$ cat src/rtl/lc3_rf_pkg.sv
// Shared definitions for the register-file write-back path.
//   ADDR_W / NREG : default register address width and register count
//   onehot()      : address to one-hot vector for the default register count
//   clog2()       : ceiling log2, usable in constant expressions
package lc3_rf_pkg;

  localparam int ADDR_W = 3;
  localparam int NREG   = 1 << ADDR_W;

  function automatic logic [NREG-1:0] onehot(input logic [ADDR_W-1:0] addr);
    return NREG'(1) << addr;
  endfunction

  // Result is at least 1 so it can always be used as a vector width.
  function automatic int clog2(input int value);
    int r;
    r = 0;
    for (int i = 0; i < 32; i++) begin
      if ((1 << r) < value) r = r + 1;
    end
    return (r == 0) ? 1 : r;
  endfunction

endpackage

$ cat src/rtl/rf_onehot_dec.sv
// Combinational address to one-hot decoder with enable.
//   en_i   : when low the output is all zeros
//   addr_i : register address
//   dec_o  : one-hot vector, bit addr_i set when enabled
module rf_onehot_dec #(
  parameter int ADDR_W = 3,
  parameter int NREG   = 8
) (
  input  logic              en_i,
  input  logic [ADDR_W-1:0] addr_i,
  output logic [NREG-1:0]   dec_o
);

  always_comb begin
    dec_o = '0;
    if (en_i) dec_o[addr_i] = 1'b1;
  end

endmodule

$ cat src/rtl/reg_wr_scoreboard.sv
// Write-back decoder plus pending-write scoreboard for the register file.
//   clk, reset            : clock, synchronous active-high reset
//   issue_valid/addr      : control side marks a destination register pending
//   issue_ready           : combinational accept for the current issue request
//   wb_valid/addr         : write-back of a destination register
//   wb_we                 : registered one-hot write enable, one cycle per write-back
//   busy                  : registered pending bits
//   rd_addr_a/b, rd_busy_a/b : source operand pending lookups (no bypass)
//   out_cnt               : registered number of pending writes
//   wb_err                : sticky, write-back to a register that was not pending
module reg_wr_scoreboard #(
  parameter int ADDR_W  = lc3_rf_pkg::ADDR_W,
  parameter int NREG    = lc3_rf_pkg::NREG,
  parameter int MAX_OUT = 4,
  parameter bit BYPASS  = 1'b0
) (
  input  logic                                   clk,
  input  logic                                   reset,
  input  logic                                   issue_valid,
  input  logic [ADDR_W-1:0]                      issue_addr,
  output logic                                   issue_ready,
  input  logic                                   wb_valid,
  input  logic [ADDR_W-1:0]                      wb_addr,
  output logic [NREG-1:0]                        wb_we,
  output logic [NREG-1:0]                        busy,
  input  logic [ADDR_W-1:0]                      rd_addr_a,
  input  logic [ADDR_W-1:0]                      rd_addr_b,
  output logic                                   rd_busy_a,
  output logic                                   rd_busy_b,
  output logic [lc3_rf_pkg::clog2(MAX_OUT+1)-1:0] out_cnt,
  output logic                                   wb_err
);

  import lc3_rf_pkg::*;

  localparam int CNT_W = clog2(MAX_OUT + 1);
  localparam logic [CNT_W-1:0] MAX_CNT = CNT_W'(MAX_OUT);

  logic [NREG-1:0]  wb_we_q, wb_we_d;
  logic [NREG-1:0]  busy_q, busy_d;
  logic [CNT_W-1:0] out_cnt_q, out_cnt_d;
  logic             wb_err_q, wb_err_d;

  logic [NREG-1:0]  clear_mask, busy_eff, set_mask;
  logic             wb_clear, issue_fire;

  rf_onehot_dec #(.ADDR_W(ADDR_W), .NREG(NREG)) u_wb_dec (
    .en_i   (wb_valid),
    .addr_i (wb_addr),
    .dec_o  (wb_we_d)
  );

  rf_onehot_dec #(.ADDR_W(ADDR_W), .NREG(NREG)) u_set_dec (
    .en_i   (issue_fire),
    .addr_i (issue_addr),
    .dec_o  (set_mask)
  );

  // Only a write-back that hits a pending register frees a slot.
  assign clear_mask = wb_we_d & busy_q;
  assign wb_clear   = |clear_mask;
  assign busy_eff   = BYPASS ? (busy_q & ~clear_mask) : busy_q;

  // The outstanding limit admits an issue whenever a slot frees this cycle,
  // independent of BYPASS; BYPASS only affects the same-register check.
  assign issue_ready = !busy_eff[issue_addr] && ((out_cnt_q < MAX_CNT) || wb_clear);
  assign issue_fire  = issue_valid && issue_ready;

  // Clear before set so a same-cycle issue to the freed register keeps it pending.
  assign busy_d    = (busy_q & ~clear_mask) | set_mask;
  assign out_cnt_d = out_cnt_q + CNT_W'(issue_fire) - CNT_W'(wb_clear);
  assign wb_err_d  = wb_err_q | (wb_valid && !wb_clear);

  always_ff @(posedge clk) begin
    if (reset) begin
      wb_we_q   <= '0;
      busy_q    <= '0;
      out_cnt_q <= '0;
      wb_err_q  <= 1'b0;
    end else begin
      wb_we_q   <= wb_we_d;
      busy_q    <= busy_d;
      out_cnt_q <= out_cnt_d;
      wb_err_q  <= wb_err_d;
    end
  end

  assign wb_we     = wb_we_q;
  assign busy      = busy_q;
  assign out_cnt   = out_cnt_q;
  assign wb_err    = wb_err_q;
  assign rd_busy_a = busy_q[rd_addr_a];
  assign rd_busy_b = busy_q[rd_addr_b];

  a_cnt_matches_busy: assert property (@(posedge clk) disable iff (reset)
    $countones(busy_q) == int'(out_cnt_q));

endmodule

$ cat config.mk
export PLATFORM = sky130hd
export DESIGN_NAME = reg_wr_scoreboard
export DESIGN_NICKNAME = d
export VERILOG_FILES = /design/src/rtl/lc3_rf_pkg.sv /design/src/rtl/rf_onehot_dec.sv /design/src/rtl/reg_wr_scoreboard.sv
export SDC_FILE = /design/constraint.sdc
export NUM_CORES = 1
export LEC_CHECK = 0
export CORE_ASPECT_RATIO = 1.2
export CORE_MARGIN = 1.5
export CORE_UTILIZATION = 25
export CTS_CLUSTER_SIZE = 30
export DETAILED_ROUTE_END_ITERATION = 16
export PLACE_DENSITY = 0.52
export SLEW_MARGIN = 20
export SYNTH_ARGS = -nofsm -noshare
export SYNTH_HDL_FRONTEND = slang
export SYNTH_SLANG_ARGS = --single-unit
export TNS_END_PERCENT = 10
$ cat constraint.sdc
create_clock -name clk -period 4.6 [get_ports clk]
set_input_delay 1.15 -clock clk [delete_from_list [all_inputs] [get_ports clk]]
set_output_delay 1.15 -clock clk [all_outputs]
set_load 0.05 [all_outputs]
---- Yosys cells after proc, flatten, opt, wreduce, memory -nomap -nowiden ----
Index checks and enable logic that the tools add are counted.
storage, ports and cells
  logic and storage cells ................. 39
  memory bits (read-only) ................. 0
  output and inout bits ................... 23
  bits in writable memories ............... 0
  register bits after elaboration ......... 20
  memories kept ........................... 0
  bits of input ports ..................... 16
  latch bits .............................. 0
cells by class
  bitwise operators ....................... 5
  $mul .................................... 0
  reduce and logical (&&, ||, !) cells .... 9
  shifts and indexed selects .............. 0
  eq/ne operators ......................... 0
  add/sub/neg operators ................... 2
  multiplexer cells ....................... 12
  $lt $le $gt $ge ......................... 7
  div/mod/pow operators ................... 0
operators with widths
  kind                                                               number
  AND 8 bit                                                          2
  less-than comparator 3 x 4 -> 1 bit, second input constant         4
  two-way mux 8 bit                                                  2
  binary-select mux 1 bit (select 3 bit)                             3
  NOT 8 bit                                                          1
  bitwise OR 8 bit                                                   1
  OR reduction 8 bit                                                 1
  demux 1 bit (select 3 bit)                                         2
  greater-or-equal comparator 3 x 1 -> 1 bit, second input constant  2
  logical AND 1 bit                                                  5
  two-way mux 1 bit                                                  5
  adder 3 x 1 -> 3 bit                                               1
  less-than comparator 3 bit, second input constant                  1
  subtractor 3 x 1 -> 3 bit                                          1
  zero test 1 bit                                                    2
  logical OR 1 bit                                                   1
  bitwise OR 1 bit                                                   1

---- Depth between registers and ports, before layout ----
  word-level depth ........................ 12
  gate-level depth with buffers ........... 13
  gate-level depth less buffers ........... 11

---- Hierarchy ----
From an unflattened synthesis, not the netlist that was laid out.
second synthesis, totals
  cell total of the unflattened synthesis .. 101
  area, all modules ....................... 1,078.5 µm²
modules (own cells, without submodules)
  module             area each (µm²)  sequential area each (µm²)  cells each  instances
  reg_wr_scoreboard  888.4            400.4                       85          1
  rf_onehot_dec      95.1             0.0                         8           2

---- Least setup slack after synthesis ----
Ideal clock, no wire load.
  path kind ............................... in2out
  start ................................... in issue_addr[1]
  end ..................................... out issue_ready
  required time ........................... 3.450 ns
  slack ................................... 0.342 ns
  stages on the path ...................... 5
  buffers on the path ..................... 1
  data arrival time ....................... 3.108 ns
  cells stage by stage .................... clkbuf_1 -> mux2_2 -> nand2_1 -> o221ai_1 -> nor3_1
on the way
  longest elaborated chain between the ends .. 4
ends and longest elaborated chain
  element                                  RTL line                 RTL
  start, declared                          reg_wr_scoreboard.sv:20  input logic [ADDR_W-1:0] issue_addr,
  binary-select mux 1 bit (select 3 bit)   reg_wr_scoreboard.sv:66  assign issue_ready = !busy_eff[issue_addr] && ((out_cnt_q < MAX_CNT) || wb_clear);
  two-way mux 1 bit (not written as such)  reg_wr_scoreboard.sv:66
  zero test 1 bit                          reg_wr_scoreboard.sv:66
  logical AND 1 bit                        reg_wr_scoreboard.sv:66
  end, declared                            reg_wr_scoreboard.sv:21  output logic issue_ready,
Every way passes these cells. The select of a mux whose other input is x is not followed.

---- Worst setup path after layout ----
  start ................................... in rd_addr_a[0]
  end ..................................... out rd_busy_a
on the way
  longest elaborated chain between the ends .. 2
ends and longest elaborated chain
  element                                  RTL line                 RTL
  start, declared                          reg_wr_scoreboard.sv:26  input logic [ADDR_W-1:0] rd_addr_a,
  binary-select mux 1 bit (select 3 bit)   reg_wr_scoreboard.sv:92  assign rd_busy_a = busy_q[rd_addr_a];
  two-way mux 1 bit (not written as such)  reg_wr_scoreboard.sv:92
  end, declared                            reg_wr_scoreboard.sv:28  output logic rd_busy_a,
Every way passes these cells. The select of a mux whose other input is x is not followed.

==> run metrics <==
crit end category=output pin; clk buf depth=2; Synth Instances=112; warnings from Yosys=0; Psw=0.1835 mW; top cells by area, synth=dfxtp_1 (36%), mux4_2 (8.2%), mux2_2 (4.1%); row cnt=26; worst slew pin tran=565.8 ps; first-pass GRT wire length=5064 um; Reg2Reg Depth=11; WHS Path Cells=2; Initial Util=0.2604; max-slew violation count=0; Yosys top cell by area=dfxtp_1; largest net degree at the start of global routing=15; Setup-failing EPs final=0; critical path's slowest cell=clkdlybuf4s50_1; Post-CTS Setup Inserts=0; Most common cell on crit path=clkdlybuf4s50_1; Finished Layout Cells=207; Main synth FF type=dfxtp_1; Cell Chain, Critical Path=clkdlybuf4s50_1, mux4_2, mux2_2, clkdlybuf4s50_1; post-route ant nets=0; Worst-Skew Late Latency=250 ps; total grt overflow=0; Final Skew=3.830 ps; sw frac=0.3463; WS Path Type=input port to output pin; H-tree levels=1; Post-synth ARST share=0; slew margin rel.=0.6216; cts hold-fix bufs=0; commonest cells in the netlist=dfxtp_1 (20), nand2_1 (10), nor3_1 (8), o211ai_1 (6), nand2b_1 (5); Fill cells=431; combinational fraction of design power=0.368; crit path launch type=input port; vias in the first global route=1004; Hold Violations, Final=0; sequential area share after synthesis=0.3636; I/O pin cnt=39; multi-input combinational cell area=646.9 um^2; Max Fclk=0.2321 GHz; register area=400.4 um^2; first-pass iteration count of the detailed router=4; routability congestion estimate=0.8562; final worst slack=291.2 ps; Pleak=0.5586 nW; HP Start=wb_err$_SDFF_PP0_; worst-path maximum fanout=2; R2R Setup Slk=1620 ps; fin crit share=0.9367; residual DRC count=0; clock sinks=20; Nets=171; Avg Inst Size Synth=9.831 um^2; CTS tree=done; n_diodes=0; Post-Route Utilization=0.3784; Net Count, Synth=131; crit path time final=4309 ps; total power=0.5297 mW; initial detailed-routing violation count=46; share of layout cells above drive strength 1=0.1258; count leader, synth=dfxtp_1; Yosys reg bits=20; dpl ws=208.3 ps; r2r startpoint=busy[7]$_SDFF_PP0_; final wirelength=3095 um; die extent in y=75.70 um; die area=4813 um^2; PostCTS Resize Cnt=0; dpl hpwl=2302 um; CP max stage delay=690 ps; CTS Buf Count=3; Seq pwr share=0.386; VDD IR max=0.2154 mV; Max-Cap Viols=0; initial antenna violation count=0; Routed WL per cell=14.95 um; Fin Hold WS=531.3 ps; Placement Cell Area=1545 um^2; Hold Path End=wb_err$_SDFF_PP0_; placed insts=203; WP data required=3450 ps; Core ar.=4229 um^2; final instance area=1600 um^2; Clk network pwr share=0.246; post-synth cell types=36; Pint=0.3463 mW; EDFF count, synth=0; die width=63.58 um; Syn Std Cell Area=1101 um^2; CP arrival=3160 ps; GRT Resource Usage Total=0.1359; Layout area overhead=45.34%; type of the tightest min-delay check=flop to flop; Vias=1047; setup TNS=0 ps; top-area cell type share of the netlist area=0.3636; PD cells=331.0 nW/um^2; DR vias/cell=5.058; RSZ-0062 raised after global routing=false; Clock transition at path regs=70 ps; status=completed; I/O Buffers=38; worst r2r dst=out_cnt[2]$_SDFF_PP0_; CTS root buffer=clkbuf_8
-- logic make-up after synthesis --
logic type	after synthesis	share of synthesized area
AOI/OAI and AO/OA	21	0.1432
xor gates and xnor gates	2	0.01591
adders and majority gates	3	0.04091
buffers and inverters	10	0.04885
DFF	20	0.3636
muxes	12	0.1591
and+or+nand+nor	44	0.2284
-- cells in the final DEF, fill, tap and decap left out, types with 4 or more instances in the layout --
cell	instances
clkbuf_8	4
nand2_1	10
o211ai_1	6
mux4_2	4
nor2_1	4
clkdlybuf4s50_1	37
nand2b_1	5
dfxtp_1	20
o21ai_0	4
nor3_1	8
mux2i_1	4
mux2_2	4
-- power by group through the flow --
stage | clock (mW) | sequential, mW | combinational, mW
detailed placement | 0 | 0.208 | 0.195
global placement | 0 | 0.208 | 0.193
global route | 0.143 | 0.207 | 0.209
floorplan | 0 | 0.251 | 0.0815
CTS | 0.135 | 0.205 | 0.196
finish | 0.130 | 0.204 | 0.195
-- registers in the layout (all words and copies together) (netlist names) --
register,count
wb_err,1
out_cnt,3
wb_we,8
busy,8
-- how the worst max path moves through the flow --
| stage | endpoint | slack, ps | from | depth (start not counted) |
|---|---|---|---|---|
| 6_report | rd_busy_a | 290 | rd_addr_a[0] | 4 |
| 4_1_cts | rd_busy_a | 280 | rd_addr_a[0] | 4 |
| 5_1_grt | rd_busy_a | 240 | rd_addr_a[0] | 4 |
| 3_3_place_gp | out_cnt[2]$_SDFF_PP0_ | 290 | wb_addr[0] | 12 |
| 2_1_floorplan | issue_ready | 340 | issue_addr[1] | 5 |
| 3_5_place_dp | out_cnt[2]$_SDFF_PP0_ | 210 | wb_addr[0] | 12 |
-- critical path: cells and delay by family --
family,cells,cell delay [ps]
buffers and inverters,2,1210
muxes,2,790
-- final cells by class --
class	count	area share
Multi-Input combinational cell	82	0.4042
Timing Repair Buffer	41	0.2580
Sequential cell	20	0.2502
Tap cell	56	0.04378
Clock buffer	4	0.03440
Inverter	4	0.009382
-- routing by layer --
metal  track usage  wire, um
met1        0.1853      1429
met2        0.2211      1517
met3       0.02363       129
met4       0.04348        18
met5             0         0
Power figures use the tool's default switching activity.
==> RTL edit 1, RTL diff (same flow settings) <==
The parameter `BYPASS` goes from 1'b0 to 1'b1.
--- a/src/rtl/reg_wr_scoreboard.sv
+++ b/src/rtl/reg_wr_scoreboard.sv
@@ -13,5 +13,5 @@
   parameter int NREG    = lc3_rf_pkg::NREG,
   parameter int MAX_OUT = 4,
-  parameter bit BYPASS  = 1'b0
+  parameter bit BYPASS  = 1'b1
 ) (
   input  logic                                   clk,
Formal check against the unedited RTL: not equivalent (a bounded check fails within 4 cycles, from zero or initial values and one cycle with reset high).
==> RTL edit 1 against the unedited design <==
  * Total power grew 18%
  * Highest routed layer unchanged
  * Critical path type unchanged
  * Largest cell class unchanged
  * Area after synthesis grew 0.91%
  * First-iteration DRC count fell by 41%
  * Global-route usage rose by 0.45 points
  * Die area is 0.86% higher
  * Worst setup slack worse by 0.030 ns
  * Design area rose by 3.2%
  * Wire length rose by 5.3%
  * Sequential cell count unchanged
  * Largest power group is now combinational logic
==> RTL edit 1: results (changes against the unedited design) <==
total CTS buffers=3 (unchanged); worst reg2reg setup slack=1.99 ns (was 1.62 ns); Post-synth top cells=20 x dfxtp_1, 8 x inv_1, 7 x a21oi_1 (was 20 x dfxtp_1, 10 x nand2_1, 8 x nor3_1); largest net degree at the start of global routing=20 (was 15); Hold Crit Class=reg -> reg (unchanged); post-synthesis sequential area ratio=0.360 (was 0.364); Synth Instances=116 (was 112); syn_nets=135 (was 131); antenna violations before repair=0 (unchanged); DP HPWL=2560 um (was 2300 um); FF-to-FF path depth=12 (was 11); Worst Hold Path Cells=2 (unchanged); clock skew=0.00340 ns (was 0.00383 ns); max_slew headroom=0.556 (was 0.622); Yosys cell types=38 (was 36); Worst Path Arrival=3.19 ns (was 3.16 ns); PostCTS Resize Cnt=0 (unchanged); ys flop type=dfxtp_1 (unchanged); Final Wtd Congestion=0.865 (was 0.856); CTS max path bufs=2 (unchanged); post-CTS setup buffers=0 (unchanged); Port Buffers=38 (unchanged); CP max FO=2 (unchanged); overall routing resource usage=0.140 (was 0.136); via count of the routed design=1095 (was 1047); H-tree level count=1 (unchanged); insertion delay to the later sink of the worst-skew pair=0.26 ns; Reg2Reg Launch Point=busy[2] (was busy[7]); total number of yosys warnings=0 (unchanged); Internal Power=406 uW (was 346 uW); crit path from=rd_addr_a[0] (unchanged); # diodes=0 (unchanged); first drt pass iteration count=4 (unchanged); Fin Setup TNS=0 ns (unchanged); reg2reg end=out_cnt[2] (unchanged); number of fill cells=418 (was 431); Total Wirelength=3260 um (was 3100 um); Leak=0.000576 uW (was 0.000559 uW); via/cell ratio=5.12 (was 5.06); Max VDD drop=0.158 mV (was 0.215 mV); HP Start=wb_err (unchanged); first-pass GRT wire length=5310 um (was 5060 um); layout cells sized above 1=0.139 (was 0.126); Reg clk slew, reported paths=0.07 ns (about the same); Nets=178 (was 171); Synth async-reset ratio=0 (unchanged); share of the synthesized area in the top cell type=0.360 (was 0.364); Initial DRC Count=27 (was 46); Placed Cells incl. Taps=210 (was 203); status=complete, no violations (unchanged); top cells by area, synth=dfxtp_1 36%, mux4_2 8.1%, mux2i_1 3.6% (was dfxtp_1 36%, mux4_2 8.2%, mux2_2 4.1%); sink of the worst hold path=wb_err (unchanged); Root Driver=clkbuf_8 (unchanged)
## RTL edit 1: area by class of cell
class,instances,area share
multi-input cells,82,0.390
repair buffers,44,0.264
flip-flops and latches,20,0.242
well taps,56,0.0424
clock buffers,3,0.0250
clock inverters,1,0.0182
inverters,8,0.0182
## RTL edit 1: critical path: stages
cell and delay (ns):
clkdlybuf4s50_1 0.53, mux4_2 0.52, mux2_2 0.27, clkdlybuf4s50_1 0.71
## RTL edit 1: power groups by stage
stage               clock network, uW  logic (uW)  registers (uW)
floorplan                           0        97.5             261
global placement                    0         239             209
detailed placement                  0         242             211
CTS                               179         243             207
global route                      188         256             209
finish                            175         241             207
## RTL edit 1: routing by layer
| layer | wire length (um) | up-vias | track usage |
|---|---|---|---|
| li1 | - | 514 | - |
| met1 | 1280 | 531 | 0.149 |
| met2 | 1730 | 45 | 0.265 |
| met3 | 192 | 5 | 0.0236 |
| met4 | 60 | 0 | 0.0587 |
| met5 | 0 | - | 0 |
## RTL edit 1: kinds of logic after synthesis
logic type,after synthesis,synth area share
XOR/XNOR,2,0.0158
adder cells (fa/ha/maj),3,0.0405
AND/OR/NAND/NOR,37,0.180
AO/OA/AOI/OAI,30,0.206
buffers and inverters,14,0.0597
flip-flops,20,0.360
multiplexers,10,0.137
## RTL edit 1: worst max path at each step
stage | slack (ns) | end
after floorplan | 0.85 | issue_ready
after global placement | 0.28 | rd_busy_a
after detailed placement | 0.25 | rd_busy_a
after CTS | 0.25 | rd_busy_a
after global routing | 0.11 | issue_ready
final | 0.26 | rd_busy_a
## RTL edit 1: metrics by stage
step | setup slack, ns | area (um^2) | hold WS, ns | total power (uW)
2_1_floorplan | 0.853 | 1110 | 0.723 | 359
3_3_place_gp | 0.279 | 1580 | 0.446 | 448
3_5_place_dp | 0.251 | 1580 | 0.463 | 453
4_1_cts | 0.250 | 1650 | 0.481 | 629
5_1_grt | 0.109 | 1650 | 0.525 | 654
6_report | 0.262 | 1650 | 0.496 | 622
==> RTL edit 2, RTL diff (same settings) <==
Without the edit above. Put one more register stage on the output `out_cnt`. The value now appears one clock later. The other outputs are not delayed to match. Comments in the files are not updated.
--- a/src/rtl/reg_wr_scoreboard.sv
+++ b/src/rtl/reg_wr_scoreboard.sv
@@ -88,5 +88,7 @@
   assign wb_we     = wb_we_q;
   assign busy      = busy_q;
-  assign out_cnt   = out_cnt_q;
+  always_ff @(posedge clk) begin
+    out_cnt <= out_cnt_q;
+  end
   assign wb_err    = wb_err_q;
   assign rd_busy_a = busy_q[rd_addr_a];
Check against the original RTL: not equivalent (Yosys sat finds a counterexample within 4 cycles, from zero or initial values and one cycle with reset high).
==> RTL edit 2 against the unedited design <==
  * Area after synthesis grew 7.7%
  * Sequential share of layout area rose by 2.8 points
  * Total power is 16% higher
  * Wire length rose by 5.1%
  * Largest power group unchanged
  * Hold slack got worse by 0.17 ns
  * Non-clock buffer count fell by 2
  * Global-route usage decreased by 0.83 points
  * Die area increased by 7.4%
  * Worst setup slack worse by 0.027 ns
  * Design area increased by 3.5%
  * Critical endpoint is now rd_busy_b
  * First-iteration DRC count is 54% lower
  * Highest routed layer unchanged
  * Sequential cell count increased by 3
==> RTL edit 2: results (changes against the unedited design) <==
layout cells sized above 1=0.135 (was 0.126); Synth Area in Compound Gates=0.134 (was 0.143); overall routing resource usage=0.128 (was 0.136); insertion delay to the later sink of the worst-skew pair=0.27 ns (was 0.25 ns); Slew @ Worst Pin=0.651 ns (was 0.566 ns); post-synthesis mux area share=0.170 (was 0.159); post-place setup slack=0.253 ns (was 0.208 ns); top cells by area, synth=dfxtp_1 39%, mux4_2 9.5%, nor3_1 3.8% (was dfxtp_1 36%, mux4_2 8.2%, mux2_2 4.1%); via count of the routed design=1019 (was 1047); largest net degree at the start of global routing=18 (was 15); first-pass GRT wire length=4960 um (was 5060 um); Nets=168 (was 171); Post-synth top cells=23 x dfxtp_1, 9 x nor3_1, 6 x inv_1, 6 x o21ai_0, 5 x mux4_2 (was 20 x dfxtp_1, 10 x nand2_1, 8 x nor3_1); Yosys cell types=44 (was 36); DP HPWL=2370 um (was 2300 um); Total Wirelength=3250 um (was 3100 um); crit path from=rd_addr_b[0] (was rd_addr_a[0]); number of global-route vias before repair=932 (was 1004); HP Start=out_cnt_q[0] (was wb_err); post-synthesis sequential area ratio=0.388 (was 0.364); status=complete, no violations (unchanged); xor-xnor portion of the synthesized cell area=0.0148 (was 0.0159); Max VDD drop=0.212 mV (was 0.215 mV); Leak=0.000575 uW (was 0.000559 uW); DP Area=1610 um^2 (was 1550 um^2)
-- RTL edit 2: changes by cell type after synthesis, moves of 3 or more --
| cell | delta |
|---|---|
| o41ai_1 | -3 |
| inv_1 | +3 |
| nand2_1 | -7 |
| dfxtp_1 | +3 |
-- RTL edit 2: final timing paths --
check | to | slack (ns) | cells after the start
worst max-delay path | rd_busy_b | 0.26 | 4
worst min-delay path | out_cnt[0] | 0.37 | 0
worst max register to register | out_cnt_q[2] | 1.78 | 11
worst min register to register | out_cnt[0] | 0.37 | 0
-- RTL edit 2: per-layer routing --
| layer | vias to the layer above | routed length [um] | GRT usage |
|---|---|---|---|
| li1 | 500 | - | - |
| met1 | 480 | 1390 | 0.157 |
| met2 | 37 | 1630 | 0.214 |
| met3 | 2 | 210 | 0.0301 |
| met4 | 0 | 29 | 0.0438 |
| met5 | - | 0 | 0 |
-- RTL edit 2: logic make-up after synthesis --
kind of cell | count (synthesis)
fa+ha+maj | 3
buf+inv | 14
xor+xnor | 2
compound gates | 22
simple gates | 36
flops | 23
mux | 12
-- RTL edit 2: worst max-delay path: cells and delay by family --
family                 cells  cell delay (ns)
buffers and inverters      2             1.25
muxes                      2             0.78
-- RTL edit 2: final cells by class --
class                   count  area (um^2)
flip-flops and latches     23          460
well taps                  58         72.6
clock inverters             1         5.00
inverters                   7         26.3
repair buffers             39          398
fillers                   463         2900
clock buffers               3         41.3
multi-input cells          75          653
-- RTL edit 2: through the flow --
stage,instances,hold WS (ns)
after floorplan,112,0.337
after global placement,202,0.344
after detailed placement,202,0.357
after CTS,206,0.369
after global routing,206,0.391
final,206,0.365
-- RTL edit 2: power by group --
| group | switching [uW] | internal [uW] |
|---|---|---|
| combinational | 141 | 99.4 |
| sequential | 19.4 | 225 |
| clock | 69.3 | 60.5 |
| total | 229 | 385 |
